<file path="src/rtl/chunked_add_sub.sv">
// Multi-cycle two's-complement add/sub that handles one CHUNK-bit slice per clock,
// with carry/borrow, signed-overflow and zero flags and a start/busy/done handshake.
//
// state  | meaning
// IDLE   | waiting for start; busy=0, done=0
// RUN    | one slice per clock; busy=1, sum holds partial slices
// DONE   | one-cycle done pulse; sum and flags valid; start here re-arms
module chunked_add_sub #(
    parameter int WIDTH = 16,
    parameter int CHUNK = 4
) (
    input  logic             clk,
    input  logic             rst_n,
    input  logic             start,
    input  logic [WIDTH-1:0] A,
    input  logic [WIDTH-1:0] B,
    input  logic             M,
    output logic             busy,
    output logic             done,
    output logic [WIDTH-1:0] sum,
    output logic             cout,
    output logic             ovf,
    output logic             zero
);

    localparam int N    = WIDTH / CHUNK;
    localparam int IDXW = (N > 1) ? $clog2(N) : 1;

    typedef enum logic [1:0] {
        S_IDLE = 2'd0,
        S_RUN  = 2'd1,
        S_DONE = 2'd2
    } state_t;

    state_t           state_q, state_d;
    logic [WIDTH-1:0] opa_q, opa_d;
    logic [WIDTH-1:0] opb_q, opb_d;
    logic [WIDTH-1:0] sum_q, sum_d;
    logic [IDXW-1:0]  idx_q, idx_d;
    logic             carry_q, carry_d;
    logic             cout_q, cout_d;
    logic             ovf_q, ovf_d;
    logic             zero_q, zero_d;
    logic             zacc_q, zacc_d;

    logic [CHUNK-1:0] sl_a, sl_b, sl_s;
    logic             sl_c, sl_cmsb;
    logic             last_slice;
    logic             accept;

    // Returns {carry into MSB, carry out, slice sum}; kept in a function so the
    // ripple is expressed with local variables rather than a self-referencing net.
    function automatic logic [CHUNK+1:0] ripple(input logic [CHUNK-1:0] a,
                                                input logic [CHUNK-1:0] b,
                                                input logic             cin);
        logic [CHUNK:0]   c;
        logic [CHUNK-1:0] s;
        c[0] = cin;
        for (int i = 0; i < CHUNK; i++) begin
            s[i]   = a[i] ^ b[i] ^ c[i];
            c[i+1] = (a[i] & b[i]) | (a[i] & c[i]) | (b[i] & c[i]);
        end
        return {c[CHUNK-1], c[CHUNK], s};
    endfunction

    always_comb begin
        sl_a = opa_q[idx_q*CHUNK +: CHUNK];
        sl_b = opb_q[idx_q*CHUNK +: CHUNK];
        {sl_cmsb, sl_c, sl_s} = ripple(sl_a, sl_b, carry_q);
    end

    assign last_slice = (idx_q == IDXW'(N - 1));
    assign accept     = start && (state_q != S_RUN);

    always_comb begin
        state_d = state_q;
        opa_d   = opa_q;
        opb_d   = opb_q;
        sum_d   = sum_q;
        idx_d   = idx_q;
        carry_d = carry_q;
        cout_d  = cout_q;
        ovf_d   = ovf_q;
        zero_d  = zero_q;
        zacc_d  = zacc_q;

        case (state_q)
            S_RUN: begin
                sum_d[idx_q*CHUNK +: CHUNK] = sl_s;
                carry_d = sl_c;
                idx_d   = idx_q + 1'b1;
                zacc_d  = zacc_q & (sl_s == '0);
                if (last_slice) begin
                    cout_d  = sl_c;
                    ovf_d   = sl_cmsb ^ sl_c;
                    zero_d  = zacc_q & (sl_s == '0);
                    state_d = S_DONE;
                end
            end
            S_DONE: begin
                state_d = S_IDLE;
            end
            default: begin
                state_d = S_IDLE;
            end
        endcase

        // Subtraction is A + ~B + 1: invert B here and seed the carry with M.
        if (accept) begin
            opa_d   = A;
            opb_d   = B ^ {WIDTH{M}};
            carry_d = M;
            idx_d   = '0;
            zacc_d  = 1'b1;
            state_d = S_RUN;
        end
    end

    always_ff @(posedge clk) begin
        if (!rst_n) begin
            state_q <= S_IDLE;
            opa_q   <= '0;
            opb_q   <= '0;
            sum_q   <= '0;
            idx_q   <= '0;
            carry_q <= 1'b0;
            cout_q  <= 1'b0;
            ovf_q   <= 1'b0;
            zero_q  <= 1'b0;
            zacc_q  <= 1'b0;
        end else begin
            state_q <= state_d;
            opa_q   <= opa_d;
            opb_q   <= opb_d;
            sum_q   <= sum_d;
            idx_q   <= idx_d;
            carry_q <= carry_d;
            cout_q  <= cout_d;
            ovf_q   <= ovf_d;
            zero_q  <= zero_d;
            zacc_q  <= zacc_d;
        end
    end

    assign busy = (state_q == S_RUN);
    assign done = (state_q == S_DONE);
    assign sum  = sum_q;
    assign cout = cout_q;
    assign ovf  = ovf_q;
    assign zero = zero_q;

endmodule

</file>
<file path="config.mk">
export PLATFORM = sky130hd
export DESIGN_NAME = chunked_add_sub
export DESIGN_NICKNAME = d
export VERILOG_FILES = /design/src/rtl/chunked_add_sub.sv
export SDC_FILE = /design/constraint.sdc
export NUM_CORES = 1
export LEC_CHECK = 0
export CORE_UTILIZATION = 45
export DETAILED_ROUTE_END_ITERATION = 6
export GPL_TIMING_DRIVEN = 0
export HOLD_SLACK_MARGIN = 0.05
export PLACE_DENSITY = 0.75
export RECOVER_POWER = 50
export REMOVE_ABC_BUFFERS = 1
export SLEW_MARGIN = 25
export SYNTH_ARGS = -nofsm -noshare
export SYNTH_HDL_FRONTEND = slang
export SYNTH_SLANG_ARGS = --single-unit
export TNS_END_PERCENT = 50
</file>
<file path="constraint.sdc">
create_clock -name clk -period 3.16 [get_ports clk]
set_input_delay 0.632 -clock clk [delete_from_list [all_inputs] [get_ports clk]]
set_output_delay 0.632 -clock clk [all_outputs]
set_load 0.01 [all_outputs]
</file>
==> flow_summary.yaml, run 1 <==
power_and_ir_drop:
  vdd_ir_drop_max_uv: 283.5
  pwr-share-seq: 0.474
  p_int_mw: 1.213
  powerDensity_nw_per_um2: 485.7
  clkPwrFrac: 0.366
  power_leakage_nw: 1.257
  p_sw_frac: 0.2654
  comb_power_share: 0.160
  switchingPower_uw: 438.2
routing:
  drc: 0
  wl_per_cell_um: 13.69
  drt_iter0_drc: 116
  vias: 2173
  viasPerCell: 5.379
  dr.pass1.iters: 4
  totalWireLength_um: 5532
  ant_nets: 0
timing:
  maxSlewHeadroom: 0.1845
  slew_violations: 0
  finalCritPeriodShare: 0.9300
  min_period_ns: 2.939
  max_freq_ghz: 0.3403
  rsz0062_at_grt: "false"
  finalHoldViolCount: 0
  tightestPinTransition_ns: 1.222
  finalSetupViolCount: 0
  finClkSkew_ns: 0.01078
global_routing:
  grt-ovfl-total: 0
  grtUsageTotal: 0.1983
  grt_start_max_net_pins: 41
  grt_pass1_wl_um: 9308
  grt_pass1_vias: 2061
  antenna_found_initial: 0
critical_path:
  crit_arrival_ns: 3.18
  cp-end-kind: "flop"
  cp-start-kind: "flop"
  timing_worst_setup_path_type: "reg -> reg"
  r2r-end: "zero$_SDFFE_PN0P_"
  ff2ff_setup_slack_ns: 0.22
  crit_fanout: 8
  r2r_start: "idx_q[0]$_SDFFE_PP0P_"
  rr_worst_depth: 10
  required_ns: 3.40
  startpoint: "idx_q[0]$_SDFFE_PP0P_"
cts:
  htreeDepth: 3
  cts_buffers: 9
  clkSlewWorstSetupHoldPaths_ns: 0.06
  clockBufferDepth: 2
  cts_tree: "built"
  cts_sinks: 57
  clk_latency_ns: 0.34
  cts_root_buf: "clkbuf_8"
  postCtsHoldBufs: 0
synthesis:
  synth_area_um2: 2641
  async_reset_ff_frac: 0
  synth-edff-count: 0
  avgSynthCellArea_um2: 9.501
  yosysWarnings: 0
  synthCells: 278
  synthDistinctLibCells: 32
  ys.flop_type: "dfxtp_1"
  seq_area_frac_synth: 0.4320
  yosys-top-cells-area: "dfxtp_1 (43%), mux4_2 (6.8%), a21oi_1 (6.4%), xnor2_1 (6.0%), a211oi_1 (4.8%)"
  synth_area_leader_cell: "dfxtp_1"
  synth_top_area_share: 0.4320
  synth_seq_cells: 57
worst_hold_path:
  hp-start: "sum[9]$_SDFFE_PN0P_"
  hold_class: "reg -> reg"
  min_to: "sum[9]$_SDFFE_PN0P_"
  hold_depth: 2
final_layout:
  syn_to_final_growth_pct: 28.71
  fill_cells: 506
  final_cells: 404
  post-route-util: 0.6099
  drive_above_1_share: 0.1024
  multi_input_area_um2: 1351
  fin_nets: 373
  antennaDiodeCount: 0
  seqCellArea_um2: 1146
floorplan:
  num_rows: 27
  initial_core_util: 0.4738
  core-area_um2: 5574
  die_area_um2: 6180
  die_height_um: 78.61
  io_pins: 57
  die_w_um: 78.61
placed_design:
  gp_congestion: 0.7541
  dp_hpwl_um: 3566
  port_buffers: 56
  placed_cells: 383
outcome:
  status: "complete, no violations"
run:
  drv_cap: 0
-- area by class of cell --
type	count	area share
Inverter	11	0.01325
Clock inverter	3	0.004417
Sequential cell	57	0.3371
Clock buffer	13	0.04674
Timing Repair Buffer	61	0.1745
Multi-Input combinational cell	187	0.3975
Tap cell	72	0.02650
-- how the worst max path moves through the flow --
stage | end | slack (ns) | depth (start not counted)
4_1_cts | busy | 0.06 | 3
5_1_grt | zero$_SDFFE_PN0P_ | 0.04 | 10
3_3_place_gp | opb_q[11]$_SDFFE_PN0P_ | -0.40 | 4
2_1_floorplan | zero$_SDFFE_PN0P_ | 0.07 | 10
6_report | zero$_SDFFE_PN0P_ | 0.22 | 10
3_5_place_dp | zero$_SDFFE_PN0P_ | -0.33 | 10
-- critical path, cell delays in order (launching register included) --
cell     delay [ns]
dfxtp_4        0.41
mux4_2         0.55
fa_1           0.39
inv_1          0.08
fa_1           0.17
fa_1           0.22
inv_1          0.06
fa_1           0.46
nor2_1         0.13
nand4_1        0.14
o31ai_1        0.23
-- cells in the mapped netlist (10+ instances only) --
master    number
dfxtp_1       57
a21oi_1       34
nand2_1       21
nand3_1       18
xnor2_1       18
a211oi_1      17
o21ai_0       17
clkbuf_1      13
inv_1         10
-- flip-flops by register name, indices dropped and copies added, names as in the netlist, 2 cells and up --
| signal | count |
|---|---|
| opb_q | 16 |
| opa_q | 16 |
| state_q | 2 |
| sum | 16 |
| idx_q | 2 |
-- timing repair --
| item | CTS | global route |
|---|---|---|
| gates resized for setup | 3 | 1 |
| hold endpoints to repair | 0 | 0 |
| setup buffers | 0 | 5 |
| setup endpoints to repair | 12 | 4 |
-- power by group through the flow --
stage          Clock [mW]  Combinational (mW)  Sequential, mW
2_1_floorplan           0               0.150           0.795
3_3_place_gp            0               0.253           0.799
3_5_place_dp            0               0.256           0.801
4_1_cts             0.611               0.257           0.785
5_1_grt             0.644               0.297           0.786
6_report            0.604               0.265           0.782
-- logic make-up after synthesis --
kind of cell	count (synthesis)	share of synthesized area
mux	11	0.07958
compound gates	86	0.1961
fa+ha+maj	10	0.05874
xor+xnor	18	0.05969
simple gates	62	0.1175
flops	57	0.4320
buf+inv	34	0.05637
-- per-layer routing --
layer,track usage,vias to the layer above,share of wire
li1,-,1097,-
met1,0.2344,1004,0.46
met2,0.3270,63,0.48
met3,0.04884,9,0.041
met4,0.1111,0,0.022
met5,0,-,0
-- layout by cell type, fill, tap and decap left out, drive strengths merged --
cell type	netlist	final
dfxtp	57	57
a21oi	34	34
clkdlybuf4s50	0	34
nand2	21	21
dlygate4sd3	0	21
xnor2	18	18
nand3	18	18
a211oi	17	17
o21ai	17	17
clkbuf	13	13
inv	10	10
mux4	8	8
o32ai	8	8
o22ai	8	8
nor2	7	7
ha	6	6
buf	10	6
and2	4	4
fa	4	4
nand2b	4	4
mux2i	3	3
clkinv	1	3
nand4	2	2
nor3	2	2
clkinvlp	0	1
and2b	1	1
or3	1	1
or4	1	1
nand3b	1	1
o21a	1	1
o31ai	1	1
-- per-stage QoR --
step	worst slack [ns]	TNS, ns	area, µm²	power, mW	hold WS, ns
floorplan	0.07460	0	2534	0.9451	0.4505
CTS	0.05973	0	3358	1.653	0.4611
detailed placement	-0.3327	-1.904	3179	1.056	0.4527
global route	0.03832	0	3400	1.726	0.4826
global placement	-0.4026	-8.838	3184	1.052	0.4492
finish	0.2211	0	3400	1.651	0.4560
Note: power is estimated with default switching activity, not from simulation.
==> run 2: changes to the inputs <==
--- a/config.mk
+++ b/config.mk
@@ -5,11 +5,12 @@
 export SDC_FILE = /design/constraint.sdc
 export NUM_CORES = 1
 export LEC_CHECK = 0
-export CORE_UTILIZATION = 45
+export CELL_PAD_IN_SITES_DETAIL_PLACEMENT = 1
+export CELL_PAD_IN_SITES_GLOBAL_PLACEMENT = 1
+export CORE_UTILIZATION = 34
 export DETAILED_ROUTE_END_ITERATION = 6
-export GPL_TIMING_DRIVEN = 0
 export HOLD_SLACK_MARGIN = 0.05
-export PLACE_DENSITY = 0.75
+export PLACE_DENSITY_LB_ADDON = 0.1
 export RECOVER_POWER = 50
 export REMOVE_ABC_BUFFERS = 1
 export SLEW_MARGIN = 25
==> run 2 against run 1 <==
Net effect: combinational power up 4%; via count grew 2.6%; clock power increased by 19%; sequential share of layout area down 1.1 points; count of clock-buffer cells in the layout is 1 higher; cell area grew 2.9%; core utilization is 14 points lower; global-route usage is 2.2 points lower; register-to-register slack is essentially flat; sequential power is essentially flat; critical path depth fell by 1; highest routed layer unchanged.
==> flow_summary.yaml, run 2 (synthesis gave the netlist of run 1 again) <==
routing:
  wl_met3_um: 248
  ant_nets: 0
  wl_per_cell_um: 15.48
  drt_iter0_drc: 63
  drc: 0
  vias: 2229
  dr_wl_met2_um: 3156
  wl_met1_um: 3211
  viasPerCell: 5.112
  dr.pass1.iters: 4
  totalWireLength_um: 6748
  highest_layer: "met4"
final_layout:
  antennaDiodeCount: 0
  final_common_cell: "dfxtp_1"
  layout_common_cells: "dfxtp_1 (57), clkdlybuf4s50_1 (35), a21oi_1 (34), nand2_1 (21), dlygate4sd3_1 (21)"
  syn_to_final_growth_pct: 32.40
  drive_above_1_share: 0.1009
  fin_nets: 378
cts:
  post-cts-setup-buffer-count: 0
  cts_sinks: 57
  clk_latency_ns: 0.34
  cts_buffers: 9
  clkSlewWorstSetupHoldPaths_ns: 0.07
  cts_tree: "built"
  htreeDepth: 3
  cts_root_buf: "clkbuf_8"
  postCtsHoldBufs: 0
  cts_resized: 0
  clockBufferDepth: 2
critical_path:
  r2r_start: "idx_q[0]$_SDFFE_PP0P_"
  crit_arrival_ns: 3.17
  timing_worst_setup_path_type: "reg -> reg"
  startpoint: "idx_q[0]$_SDFFE_PP0P_"
  required_ns: 3.41
  crit_fanout: 4
  cp-start-kind: "flop"
  cp-end-kind: "flop"
timing:
  tns_ns: 0
  finalSetupViolCount: 0
  finalHoldViolCount: 0
  maxSlewHeadroom: 0.1796
  finClkSkew_ns: 0.008416
  rsz0062_at_grt: "false"
  max_freq_ghz: 0.3416
  finalWorstSetupSlack_ns: 0.2327
  slew_violations: 0
  finalCritPeriodShare: 0.9263
  min_period_ns: 2.927
  tightestPinTransition_ns: 1.231
placed_design:
  place_ws_ns: 0.2437
  gp_congestion: 0.7821
  dp_hpwl_um: 4709
  port_buffers: 56
power_and_ir_drop:
  vdd_ir_drop_max_uv: 184.9
  power_leakage_nw: 1.292
  p_sw_frac: 0.2572
  switchingPower_uw: 457.4
  pwr-share-seq: 0.440
  powerDensity_nw_per_um2: 508.5
  comb_power_share: 0.155
  p_int_mw: 1.321
  clkPwrFrac: 0.405
global_routing:
  grt_start_max_net_pins: 39
  grt-ovfl-total: 0
  grt_pass1_wl_um: 11240
  antenna_found_initial: 0
  grtUsageTotal: 0.1764
  grt_pass1_vias: 2269
floorplan:
  core-area_um2: 7370
  die_height_um: 90.14
  die_w_um: 90.14
  io_pins: 57
  initial_core_util: 0.3584
  num_rows: 31
  die_area_um2: 8125
outcome:
  status: "complete, no violations"
run:
  drv_cap: 0
worst_hold_path:
  hp-start: "sum[8]$_SDFFE_PN0P_"
  hold_class: "reg -> reg"
==> run 2: final cells by class <==
class                      instances  area, µm²
clock inverter                     2      35.03
inverter                          11      41.29
tap                               99      123.9
multi-input combinational        187       1351
sequential                        57       1141
timing repair buffer              66      631.9
fill                             850       3872
clock buffer                      14      172.7
==> run 2: routing by layer <==
layer / track usage / vias up
met1: 0.2223 / 1064
met3: 0.04061 / 12
li1: - / 1103
met4: 0.08871 / 0
met2: 0.2824 / 50
met5: 0 / -
==> run 2: final timing paths <==
| path | to | slack [ns] | cells past startpoint |
|---|---|---|---|
| max | sum[7]$_SDFFE_PN0P_ | 0.23 | 9 |
| min | sum[8]$_SDFFE_PN0P_ | 0.45 | 2 |
| max reg2reg | sum[7]$_SDFFE_PN0P_ | 0.23 | 9 |
| min reg2reg | sum[8]$_SDFFE_PN0P_ | 0.45 | 2 |
==> run 2: stage by stage <==
step | cell area, µm² | instances | utilization | power [mW] | hold slack [ns]
after detailed placement | 3293 | 420 | 0.4469 | 1.080 | 0.4548
after global placement | 3293 | 420 | 0.4469 | 1.076 | 0.4468
after global routing | 3497 | 436 | 0.4745 | 1.853 | 0.4928
final | 3497 | 436 | 0.4745 | 1.778 | 0.4540
after CTS | 3501 | 436 | 0.4750 | 1.797 | 0.4640
after floorplan | 2534 | 255 | - | 0.9451 | 0.4505
==> run 2: critical path, cell delays in order, from the launching register on <==
cell	delay, ns
dfxtp_1	0.43
mux4_2	0.54
fa_1	0.41
inv_1	0.08
fa_1	0.18
fa_1	0.20
inv_1	0.06
fa_1	0.50
nand2_1	0.12
o32ai_1	0.29
==> run 2: power groups by stage <==
stage | Sequential [mW] | Clock [mW] | Combinational (mW)
finish | 0.782 | 0.720 | 0.276
global route | 0.786 | 0.760 | 0.307
CTS | 0.783 | 0.731 | 0.283
detailed placement | 0.798 | 0 | 0.282
global placement | 0.798 | 0 | 0.278
floorplan | 0.795 | 0 | 0.150
